$ cat src/rtl/fir_pkg.sv
// fir_pkg: shared FIR sample memory geometry and loader state encoding
package fir_pkg;
    localparam int FIR_ADDR_W       = 10;
    localparam int FIR_DATA_W       = 8;
    localparam int FIR_DEPTH        = 1024;
    localparam int FIR_DONE_TIMEOUT = 65535;
    typedef enum logic [2:0] {
        S_IDLE,
        S_LOAD,
        S_ZERO_FILL,
        S_KICK,
        S_WAIT_DONE,
        S_FINISH
    } loader_state_e;
endpackage

$ cat src/rtl/fir_sample_loader_if.sv
// fir_sample_loader_if: valid/ready sample stream feeding the loader
interface fir_sample_loader_if #(parameter int DATA_W = fir_pkg::FIR_DATA_W);
    logic              s_valid;
    logic              s_ready;
    logic [DATA_W-1:0] s_data;
    logic              s_last;
    modport master (output s_valid, s_data, s_last, input s_ready);
    modport slave  (input s_valid, s_data, s_last, output s_ready);
endinterface

$ cat src/rtl/fir_sample_loader.sv
// fir_sample_loader: streams samples into FIR memory port A, kicks the FIR and reports status
module fir_sample_loader
    import fir_pkg::*;
#(
    parameter int ADDR_W       = FIR_ADDR_W,
    parameter int DATA_W       = FIR_DATA_W,
    parameter int DEPTH        = FIR_DEPTH,
    parameter int DONE_TIMEOUT = FIR_DONE_TIMEOUT
) (
    input  logic              clk,
    input  logic              rst,
    input  logic              go,
    input  logic [ADDR_W:0]   load_len,
    fir_sample_loader_if.slave s,
    output logic [ADDR_W-1:0] mem_addr_a,
    output logic              mem_we_a,
    output logic [DATA_W-1:0] mem_data_in_a,
    output logic              fir_start,
    input  logic              fir_done,
    output logic              busy,
    output logic              run_done,
    output logic [ADDR_W:0]   loaded_count,
    output logic              err_len,
    output logic              err_short,
    output logic              err_no_last,
    output logic              err_timeout
);
    localparam int LW = ADDR_W + 1;
    localparam int TW = $clog2(DONE_TIMEOUT + 1);
    localparam logic [LW-1:0] DEPTH_L  = LW'(DEPTH);
    localparam logic [TW-1:0] TMO_LAST = TW'(DONE_TIMEOUT - 1);
    loader_state_e     state_q, state_d;
    logic [ADDR_W:0]   len_q, len_d, idx_q, idx_d, cnt_q, cnt_d;
    logic [TW-1:0]     tmr_q, tmr_d;
    logic [ADDR_W-1:0] addr_q, addr_d;
    logic [DATA_W-1:0] data_q, data_d;
    logic              we_q, we_d;
    logic [3:0]        err_q, err_d;
    logic              acc, at_end, bad_len;
    assign bad_len       = load_len == '0 || load_len > DEPTH_L;
    assign s.s_ready     = state_q == S_LOAD && idx_q < len_q;
    assign acc           = s.s_valid && s.s_ready;
    assign at_end        = idx_q == len_q - 1'b1;
    assign mem_addr_a    = addr_q;
    assign mem_we_a      = we_q;
    assign mem_data_in_a = data_q;
    assign fir_start     = state_q == S_KICK;
    assign busy          = state_q != S_IDLE;
    assign run_done      = state_q == S_FINISH;
    assign loaded_count  = cnt_q;
    // error flags packed as {timeout, no_last, short, len}
    assign {err_timeout, err_no_last, err_short, err_len} = err_q;
    always_comb begin
        state_d = state_q;
        len_d   = len_q;
        idx_d   = idx_q;
        cnt_d   = cnt_q;
        tmr_d   = tmr_q;
        addr_d  = addr_q;
        data_d  = data_q;
        we_d    = 1'b0;
        err_d   = err_q;
        case (state_q)
            S_IDLE: if (go) begin
                len_d   = load_len;
                idx_d   = '0;
                cnt_d   = '0;
                err_d   = {3'b000, bad_len};
                state_d = bad_len ? S_FINISH : S_LOAD;
            end
            S_LOAD: if (acc) begin
                we_d   = 1'b1;
                addr_d = idx_q[ADDR_W-1:0];
                data_d = s.s_data;
                idx_d  = idx_q + 1'b1;
                cnt_d  = cnt_q + 1'b1;
                if (at_end) begin
                    err_d[2] = !s.s_last;
                    state_d  = S_KICK;
                end else if (s.s_last) begin
                    err_d[1] = 1'b1;
                    state_d  = S_ZERO_FILL;
                end
            end
            S_ZERO_FILL: begin
                we_d    = 1'b1;
                addr_d  = idx_q[ADDR_W-1:0];
                data_d  = '0;
                idx_d   = idx_q + 1'b1;
                state_d = at_end ? S_KICK : S_ZERO_FILL;
            end
            S_KICK: begin
                tmr_d   = '0;
                state_d = S_WAIT_DONE;
            end
            S_WAIT_DONE: begin
                tmr_d    = tmr_q + 1'b1;
                err_d[3] = !fir_done && tmr_q == TMO_LAST;
                state_d  = (fir_done || tmr_q == TMO_LAST) ? S_FINISH : S_WAIT_DONE;
            end
            default: state_d = S_IDLE;
        endcase
    end
    always_ff @(posedge clk) begin
        if (rst) begin
            state_q <= S_IDLE;
            len_q   <= '0;
            idx_q   <= '0;
            cnt_q   <= '0;
            tmr_q   <= '0;
            addr_q  <= '0;
            data_q  <= '0;
            we_q    <= 1'b0;
            err_q   <= '0;
        end else begin
            state_q <= state_d;
            len_q   <= len_d;
            idx_q   <= idx_d;
            cnt_q   <= cnt_d;
            tmr_q   <= tmr_d;
            addr_q  <= addr_d;
            data_q  <= data_d;
            we_q    <= we_d;
            err_q   <= err_d;
        end
    end
endmodule

$ cat src/flat_wrapper.sv
// flat-port wrapper written by rule: the top's interface ports become plain ports
module fir_sample_loader_flat import fir_pkg::*;
#(
    parameter int ADDR_W       = FIR_ADDR_W,
    parameter int DATA_W       = FIR_DATA_W,
    parameter int DEPTH        = FIR_DEPTH,
    parameter int DONE_TIMEOUT = FIR_DONE_TIMEOUT
)
  (clk, rst, go, load_len, mem_addr_a, mem_we_a, mem_data_in_a, fir_start, fir_done, busy, run_done, loaded_count, err_len, err_short, err_no_last, err_timeout, s_s_valid, s_s_data, s_s_last, s_s_ready);
  fir_sample_loader_if #(.DATA_W(DATA_W)) s_i ();
  input  logic clk;
  input  logic rst;
  input  logic go;
  input  logic [ADDR_W:0] load_len;
  output logic [ADDR_W-1:0] mem_addr_a;
  output logic mem_we_a;
  output logic [DATA_W-1:0] mem_data_in_a;
  output logic fir_start;
  input  logic fir_done;
  output logic busy;
  output logic run_done;
  output logic [ADDR_W:0] loaded_count;
  output logic err_len;
  output logic err_short;
  output logic err_no_last;
  output logic err_timeout;
  input wire logic [$bits(s_i.s_valid)-1:0] s_s_valid;
  input wire logic [$bits(s_i.s_data)-1:0] s_s_data;
  input wire logic [$bits(s_i.s_last)-1:0] s_s_last;
  output wire logic [$bits(s_i.s_ready)-1:0] s_s_ready;
  assign s_i.s_valid = s_s_valid;
  assign s_i.s_data = s_s_data;
  assign s_i.s_last = s_s_last;
  assign s_s_ready = s_i.s_ready;
  fir_sample_loader #(.ADDR_W(ADDR_W), .DATA_W(DATA_W), .DEPTH(DEPTH), .DONE_TIMEOUT(DONE_TIMEOUT)) u_core (.clk(clk), .rst(rst), .go(go), .load_len(load_len), .s(s_i), .mem_addr_a(mem_addr_a), .mem_we_a(mem_we_a), .mem_data_in_a(mem_data_in_a), .fir_start(fir_start), .fir_done(fir_done), .busy(busy), .run_done(run_done), .loaded_count(loaded_count), .err_len(err_len), .err_short(err_short), .err_no_last(err_no_last), .err_timeout(err_timeout));
endmodule
$ cat config.mk
export PLATFORM = sky130hd
export DESIGN_NAME = fir_sample_loader_flat
export DESIGN_NICKNAME = d
export VERILOG_FILES = /design/src/rtl/fir_pkg.sv /design/src/rtl/fir_sample_loader_if.sv /design/src/rtl/fir_sample_loader.sv /design/src/flat_wrapper.sv
export SDC_FILE = /design/constraint.sdc
export NUM_CORES = 1
export LEC_CHECK = 0
export BUFFER_PORTS_ARGS = -buffer_cell sky130_fd_sc_hd__buf_2
export CAP_MARGIN = 20
export CORE_MARGIN = 3
export CORE_UTILIZATION = 52
export CTS_CLUSTER_DIAMETER = 40
export DETAILED_ROUTE_END_ITERATION = 6
export GPL_ROUTABILITY_DRIVEN = 0
export PLACE_DENSITY = 0.8
export SLEW_MARGIN = 20
export SYNTH_ARGS = -nofsm -noshare
export SYNTH_HDL_FRONTEND = slang
export SYNTH_SLANG_ARGS = --single-unit
$ cat constraint.sdc
create_clock -name clk -period 2.2 [get_ports clk]
set_input_delay 0.44 -clock clk [delete_from_list [all_inputs] [get_ports clk]]
set_output_delay 0.44 -clock clk [all_outputs]
set_load 0.01 [all_outputs]
==> out/results.ini, run 1 <==
[pwr]
leakage_nw=2.291
ir_drop_v=0.0004578
powerDensity_nw_per_um2=922.7

[worst_setup_path]
endpoint_kind=output pin
crit_type=reg -> out
cp_top_family=compound AO/OA/AOI/OAI gates
cp_max_fo=2
worstPathArrival_ns=2.00
crit_buf_inv=3
startpoint_type=flop
path_cells=inv_2 > ha_4 > a21o_1 > a211oi_2 > a31oi_2 > buf_4 > nor3_4 > buf_2
cp_slowest_stage_delay_ns=0.34
worstPathRequired_ns=1.76
crit_path_top_delay_cell=dfxtp_2

[detailed_routing]
wirelength_mm=12.03
via_per_inst=6.062
route.detailed.drc=0
detail-route-antenna-nets=0
drt_iter0_markers=403
firstDrtPassIters=5
detail_route.wl_per_cell_um=16.69
vias=4371

[clocking]
h-tree-depth=3
path_clk_slew_ns=0.09
cts_tree=yes
cts_sinks=75
cts_root_buffer=clkbuf_8
clkLatencyLatePin_ns=0.36
clk_path_buf_depth=2
numCtsBuffers=9

[finish]
final_cell_mix=dfxtp_1, buf_2, buf_4
layout-drive-gt1-share_pct=31.51
fin_util_pct=71.85
final_common_cell=dfxtp_1
num_antenna_cells=0
area_delta_synth_final_pct=30.43
layout.nets=658

[synth]
synth_warnings=0
synthFlopType=dfxtp_1
syn_avg_cell_area_sq_um=8.118
yosysUniqueCellTypes=55
synth_area_sq_um=4124
synth_nets=549
synth-edff-count=0
syn_inst=508
synth-async-reset-ratio_pct=0
synth_seq_area_share_pct=36.41
ys_ff_latch=75

[run]
maxCapViolations=0

[global_routing]
antenna_found_initial=0
grt_max_degree=35
grt_pass1_vias=4097
grt_overflow=0
grt_pass1_wl_mm=19.11
gr-usage-all-layers_pct=26.80

[sta]
layout_setup_ws_ns=-0.2392
tightest_slew_ns=0.7706
grt_setup_unrepaired=yes
finalSetupViolations=19
max-slew-margin-rel_pct=48.52
finalCritPeriodShare_pct=110.9
finalMaxSlewViolations=0
finClkSkew_ns=0.01496
hold_viol_final=0
post-route-min-period_ns=2.439
fmax_mhz=410.0
setup_tns_ns=-1.459

[run_status]
run_status=finished, violations left
failed_checks=negative setup slack

[hold_path]
hold_class=in -> reg

[floorplanning]
die_area_sq_um=9035
io_pins=63
die_y_um=95.06
rows=31
die_w_um=95.06
initial_core_util_pct=55.09
fp.coreArea_sq_um=7486

[placement]
dp_hpwl_mm=8.330
portBuffers=62

## through the flow
step	setup WS, ns	cell area (sq um)	total power [mW]	instances	hold WS [ns]
detailed placement	-0.1382	4885	3.362	697	0.4758
global route	-0.3200	5379	5.202	721	0.3376
floorplan	-0.01961	4161	2.729	508	0.4476
global placement	-0.07597	4885	3.298	697	0.4608
finish	-0.2392	5379	4.963	721	0.3041
CTS	-0.2213	5284	4.804	720	0.2999
## cell type report
class / instances / area, sq um
multi-input combinational: 382 / 2624
inverter: 23 / 86.33
clock inverter: 7 / 106.4
clock buffer: 9 / 123.9
fill: 539 / 2107
sequential: 75 / 1509
tap: 99 / 123.9
timing repair buffer: 126 / 805.8
## Yosys cell counts (2+ instances only)
cell type   n  area (sq um)
ha_1       16         200.2
dfxtp_1    75          1501
nand4_1    10         62.56
o21bai_1    4         30.03
or2_2       8         50.05
nand3b_1    3         22.52
nor2b_1     6         37.54
and3_1      3         18.77
o31a_1      4         35.03
xor2_1      8         70.07
nor2_1     51         191.4
nor4_1      7         43.79
and4_1      4         35.03
nand2_1    45         168.9
nand2b_1    2         12.51
o31ai_1    14         105.1
or4_1      13         97.59
mux2_2      3         33.78
and2_1      2         12.51
a211oi_1    4         30.03
buf_2       7         35.03
nor3_1     15         75.07
or3_1       7         43.79
inv_1      22         82.58
xnor2_1     9         78.83
o21a_1      4         30.03
o211ai_1    4         30.03
a211o_1     2         17.52
o2111ai_1   2         17.52
clkbuf_1   21         78.83
a311oi_1    2         17.52
a21oi_1    45         225.2
o21ai_0    11         55.05
mux2i_1    18         180.2
nand3_1    29         145.1
a31oi_1     7         43.79
a21o_1      3         22.52
## where the power goes
group          internal, mW  switching [mW]  leakage (nW)  total (mW)
sequential             1.47          0.0944         0.610        1.56
combinational         0.960            1.20          1.56        2.16
clock                 0.661           0.579         0.117        1.24
## worst reg2reg max path, delay by kind of cell, from the launching register on
family | cells | cell delay (ns)
compound gates | 5 | 1.18
fa+ha+maj | 1 | 0.20
buf+inv | 1 | 0.04
flops | 1 | 0.34
simple gates | 1 | 0.51
## logic make-up after synthesis
family,Yosys count,synth area share (%)
AOI/OAI and AO/OA,115,18.23
xor gates and xnor gates,18,4.157
adders and majority gates,16,4.854
buffers and inverters,52,5.127
DFF,75,36.41
muxes,21,5.188
and+or+nand+nor,211,26.03
## layer usage
metal  routed length, um  share of wire [%]  vias up  track usage, %
met5                   0                  0        -               0
met4                 491                4.1        0           13.46
met3                 822                6.8       51           4.499
met2                5723                 48      201           43.22
met1                4993                 42     2056           34.57
li1                    -                  -     2063               -
## sequential cells by signal (all words and copies together), names as in the netlist
signal	count
u_core.mem_we_a	1
u_core.err_q	4
u_core.idx_q	11
u_core.len_q	11
u_core.mem_addr_a	10
u_core.mem_data_in_a	8
u_core.tmr_q	16
u_core.state_q	3
u_core.loaded_count	11
## path summary, 6_finish.rpt
path / from / to / slack, ns / depth (start not counted)
min: s_s_data[6] / u_core.mem_data_in_a[6] / 0.30 / 3
max reg2reg: u_core.len_q[4] / u_core.idx_q[8] / -0.13 / 8
max: u_core.len_q[4] / s_s_ready / -0.24 / 8
min reg2reg: u_core.tmr_q[9] / u_core.tmr_q[9] / 0.48 / 2
## timing repair
action / 4_1_cts / 5_1_grt
hold buffers: 0 / 0
gates cloned: 2 / 0
gates resized for setup: 24 / 20
setup buffers: 5 / 2
pin swaps: 11 / 10
endpoints found under the setup margin: 30 / 45
endpoints found under the hold margin: 0 / 0
(Power assumes the default switching activity.)
==> inputs of run 2 (changes only) <==
- ABC_AREA: default -> 1
- CORE_UTILIZATION: 52 -> 25
- PLACE_DENSITY: 0.8 -> 0.46
- SLEW_MARGIN: 20 -> default
==> run 2 against run 1 <==
The flow now finishes without violations. Global-route usage shrank 13 points. Clock-buffer cell count is 2 higher. Worst setup slack better by 0.26 ns. Power down 0.47%. Worst hold slack improved by 0.040 ns. Register-to-register slack gained 0.32 ns. Combinational power decreased by 27%. Synthesized cell count rose by 17%. Core utilization decreased by 38 points. Cell count up 26%. Clock skew is 0.010 ns lower.
==> out/results.ini, run 2 <==
[detailed_routing]
firstDrtPassIters=4
wirelength_mm=12.31
vias=4171
route.detailed.drc=0
drt_iter0_markers=219
detail-route-antenna-nets=0
via_per_inst=4.609
detail_route.wl_per_cell_um=13.61

[pwr]
totalPowerFinal_mw=4.940
powerDensity_nw_per_um2=936.0
switching_share_pct=34.37
p_clk_share_pct=34.8
intPower_mw=3.242
seqPwrFrac_pct=33.2
comb_power_share_pct=32.0
p_switching_mw=1.698
ir_drop_v=0.0004122
leakage_nw=2.210

[global_routing]
grt_pass1_wl_mm=20.41
grt_max_degree=31
gr-usage-all-layers_pct=14.08
grt_overflow=0
grt_pass1_vias=4048
antenna_found_initial=0

[finish]
seq_area_sq_um=1510
num_antenna_cells=0
final_cell_mix=nand2_1, nor2_1, dfxtp_1
largest_register=u_core.tmr_q
finalInstanceArea_sq_um=5278
multi_input_area_sq_um=2322
fin_util_pct=33.96
largest_reg_flops=16
final_common_cell=nand2_1
layout-drive-gt1-share_pct=20.89
fillerInstances=1723
layout.nets=730
area_delta_synth_final_pct=30.10

[floorplanning]
die_y_um=133.4
rows=45
initial_core_util_pct=26.10
io_pins=63
die_area_sq_um=17790
die_w_um=133.4
fp.coreArea_sq_um=15540

[sta]
finalCritPeriodShare_pct=99.04
whs_ns=0.3438
fmax_mhz=458.9
tightest_slew_ns=0.4657
grt_setup_unrepaired=yes
hold_viol_final=0
finalSetupViolations=0
finalMaxSlewViolations=0
post-route-min-period_ns=2.179
finClkSkew_ns=0.005006
max-slew-margin-rel_pct=68.71

[synth]
synth_nets=637
synth_top_area_cell=dfxtp_1
syn_inst=596
synth-xor-area-share_pct=3.239
synth_adder_area_share_pct=4.935
synth_top_family_by_area=simple AND/OR/NAND/NOR gates
synth-async-reset-ratio_pct=0
syn_avg_cell_area_sq_um=6.806
ys_ff_latch=75
synthTopCellsByCount=nand2_1, nor2_1, dfxtp_1
synthFlopType=dfxtp_1
synth_compound_area_share_pct=16.96
synth_area_sq_um=4056
synth_seq_area_share_pct=37.01
synth_warnings=0
synthTopCellsByArea=dfxtp_1, nand2_1, a21oi_1
yosysTopAreaCellShare_pct=37.01
synth.mux.area_fraction_pct=0
yosysMostFrequentCell=nand2_1
yosysUniqueCellTypes=36
synth-simple-area-share_pct=29.77
synth-edff-count=0

[run]
maxCapViolations=0

[worst_setup_path]
endpoint_kind=output pin
startpoint_type=flop
regToRegSetupSlack_ns=0.19
worst_r2r_startpoint=u_core.len_q[9]
crit_type=reg -> out
worstPathArrival_ns=1.74
cp_max_fo=2
timing.rr.end=u_core.mem_addr_a[3]
worstSetupEndpoint=s_s_ready
worst-r2r-cell-count=13
worstPathRequired_ns=1.76
worstSetupStartpoint=u_core.len_q[9]

[clocking]
numCtsBuffers=9
cts_sinks=75
path_clk_slew_ns=0.06
h-tree-depth=3
cts_root_buffer=clkbuf_16
clkLatencyLatePin_ns=0.34
hold_buffers=0
clk_path_buf_depth=2
cts_tree=yes

[run_status]
run_status=finished, final reports clean

[hold_path]
min-delay-start=s_s_data[5]
hold_class=in -> reg

[placement]
place_area_sq_um=4808
portBuffers=62
dp_hpwl_mm=9.180

==> run 2: cell types whose count changed after synthesis, moves of 7 or more <==
cell and delta:
nand2_1 +79, inv_1 +45, o21ai_0 +33, nor2_1 +28, mux2i_1 -18, a21oi_1 +17
o31ai_1 -14, or4_1 -13, clkbuf_1 -10, or3_1 -7
==> run 2: what timing repair did <==
item                                    4_1_cts  5_1_grt
gates resized for setup                      11       18
hold endpoints to repair                      0        0
pin swaps                                     5        4
buffers inserted                              2        0
endpoints found under the setup margin        3       20
==> run 2: worst min-delay path by stage <==
stage | to | slack, ns | cells after the start
after global placement | u_core.mem_data_in_a[1] | 0.45 | 2
after floorplan | u_core.tmr_q[9] | 0.43 | 1
after CTS | u_core.mem_data_in_a[5] | 0.34 | 3
final | u_core.mem_data_in_a[5] | 0.34 | 3
after detailed placement | u_core.mem_data_in_a[1] | 0.45 | 2
after global routing | u_core.mem_data_in_a[1] | 0.34 | 3
==> run 2: layer usage <==
layer	GRT usage [%]	routed length, um
met1	18.11	5947
met2	23.87	5802
met3	3.663	447
met4	2.971	115
met5	0	0
==> run 2: cells by family after synthesis <==
logic type | after synthesis
simple gates | 279
compound gates | 127
buf+inv | 84
flops | 75
fa+ha+maj | 16
xor+xnor | 15
==> run 2: metrics by stage <==
stage / cells / setup slack [ns] / setup TNS, ns
after floorplan: 596 / 0.2093 / 0
after global placement: 887 / 0.07710 / 0
after detailed placement: 887 / 0.01449 / 0
after CTS: 905 / 0.001625 / 0
after global routing: 905 / -0.09220 / -0.09220
final: 905 / 0.02105 / 0
==> run 2: cell type report <==
cell class                      count  share of cell area (%)
Clock buffer                       11                   4.599
Clock inverter                      5                   1.897
Inverter                           70                   5.050
Multi-Input combinational cell    437                   44.00
Sequential cell                    75                   28.62
Tap cell                          211                   5.002
Timing Repair Buffer               96                   10.83
==> run 2: critical path, cell delays in order, from the launching register on <==
cell and delay, ns:
dfxtp_2 0.32, inv_1 0.12, ha_4 0.22, nand2_2 0.09, o21bai_1 0.12, nand3_1 0.14, nor2_4 0.17, nand2_2 0.08
inv_2 0.06, buf_6 0.09
==> run 2: power by group through the flow <==
stage / combinational, mW / sequential [mW] / clock, mW
6_report: 1.58 / 1.64 / 1.72
5_1_grt: 1.80 / 1.66 / 1.83
4_1_cts: 1.55 / 1.64 / 1.77
3_5_place_dp: 1.51 / 1.66 / 0
3_3_place_gp: 1.49 / 1.66 / 0
2_1_floorplan: 0.912 / 1.70 / 0
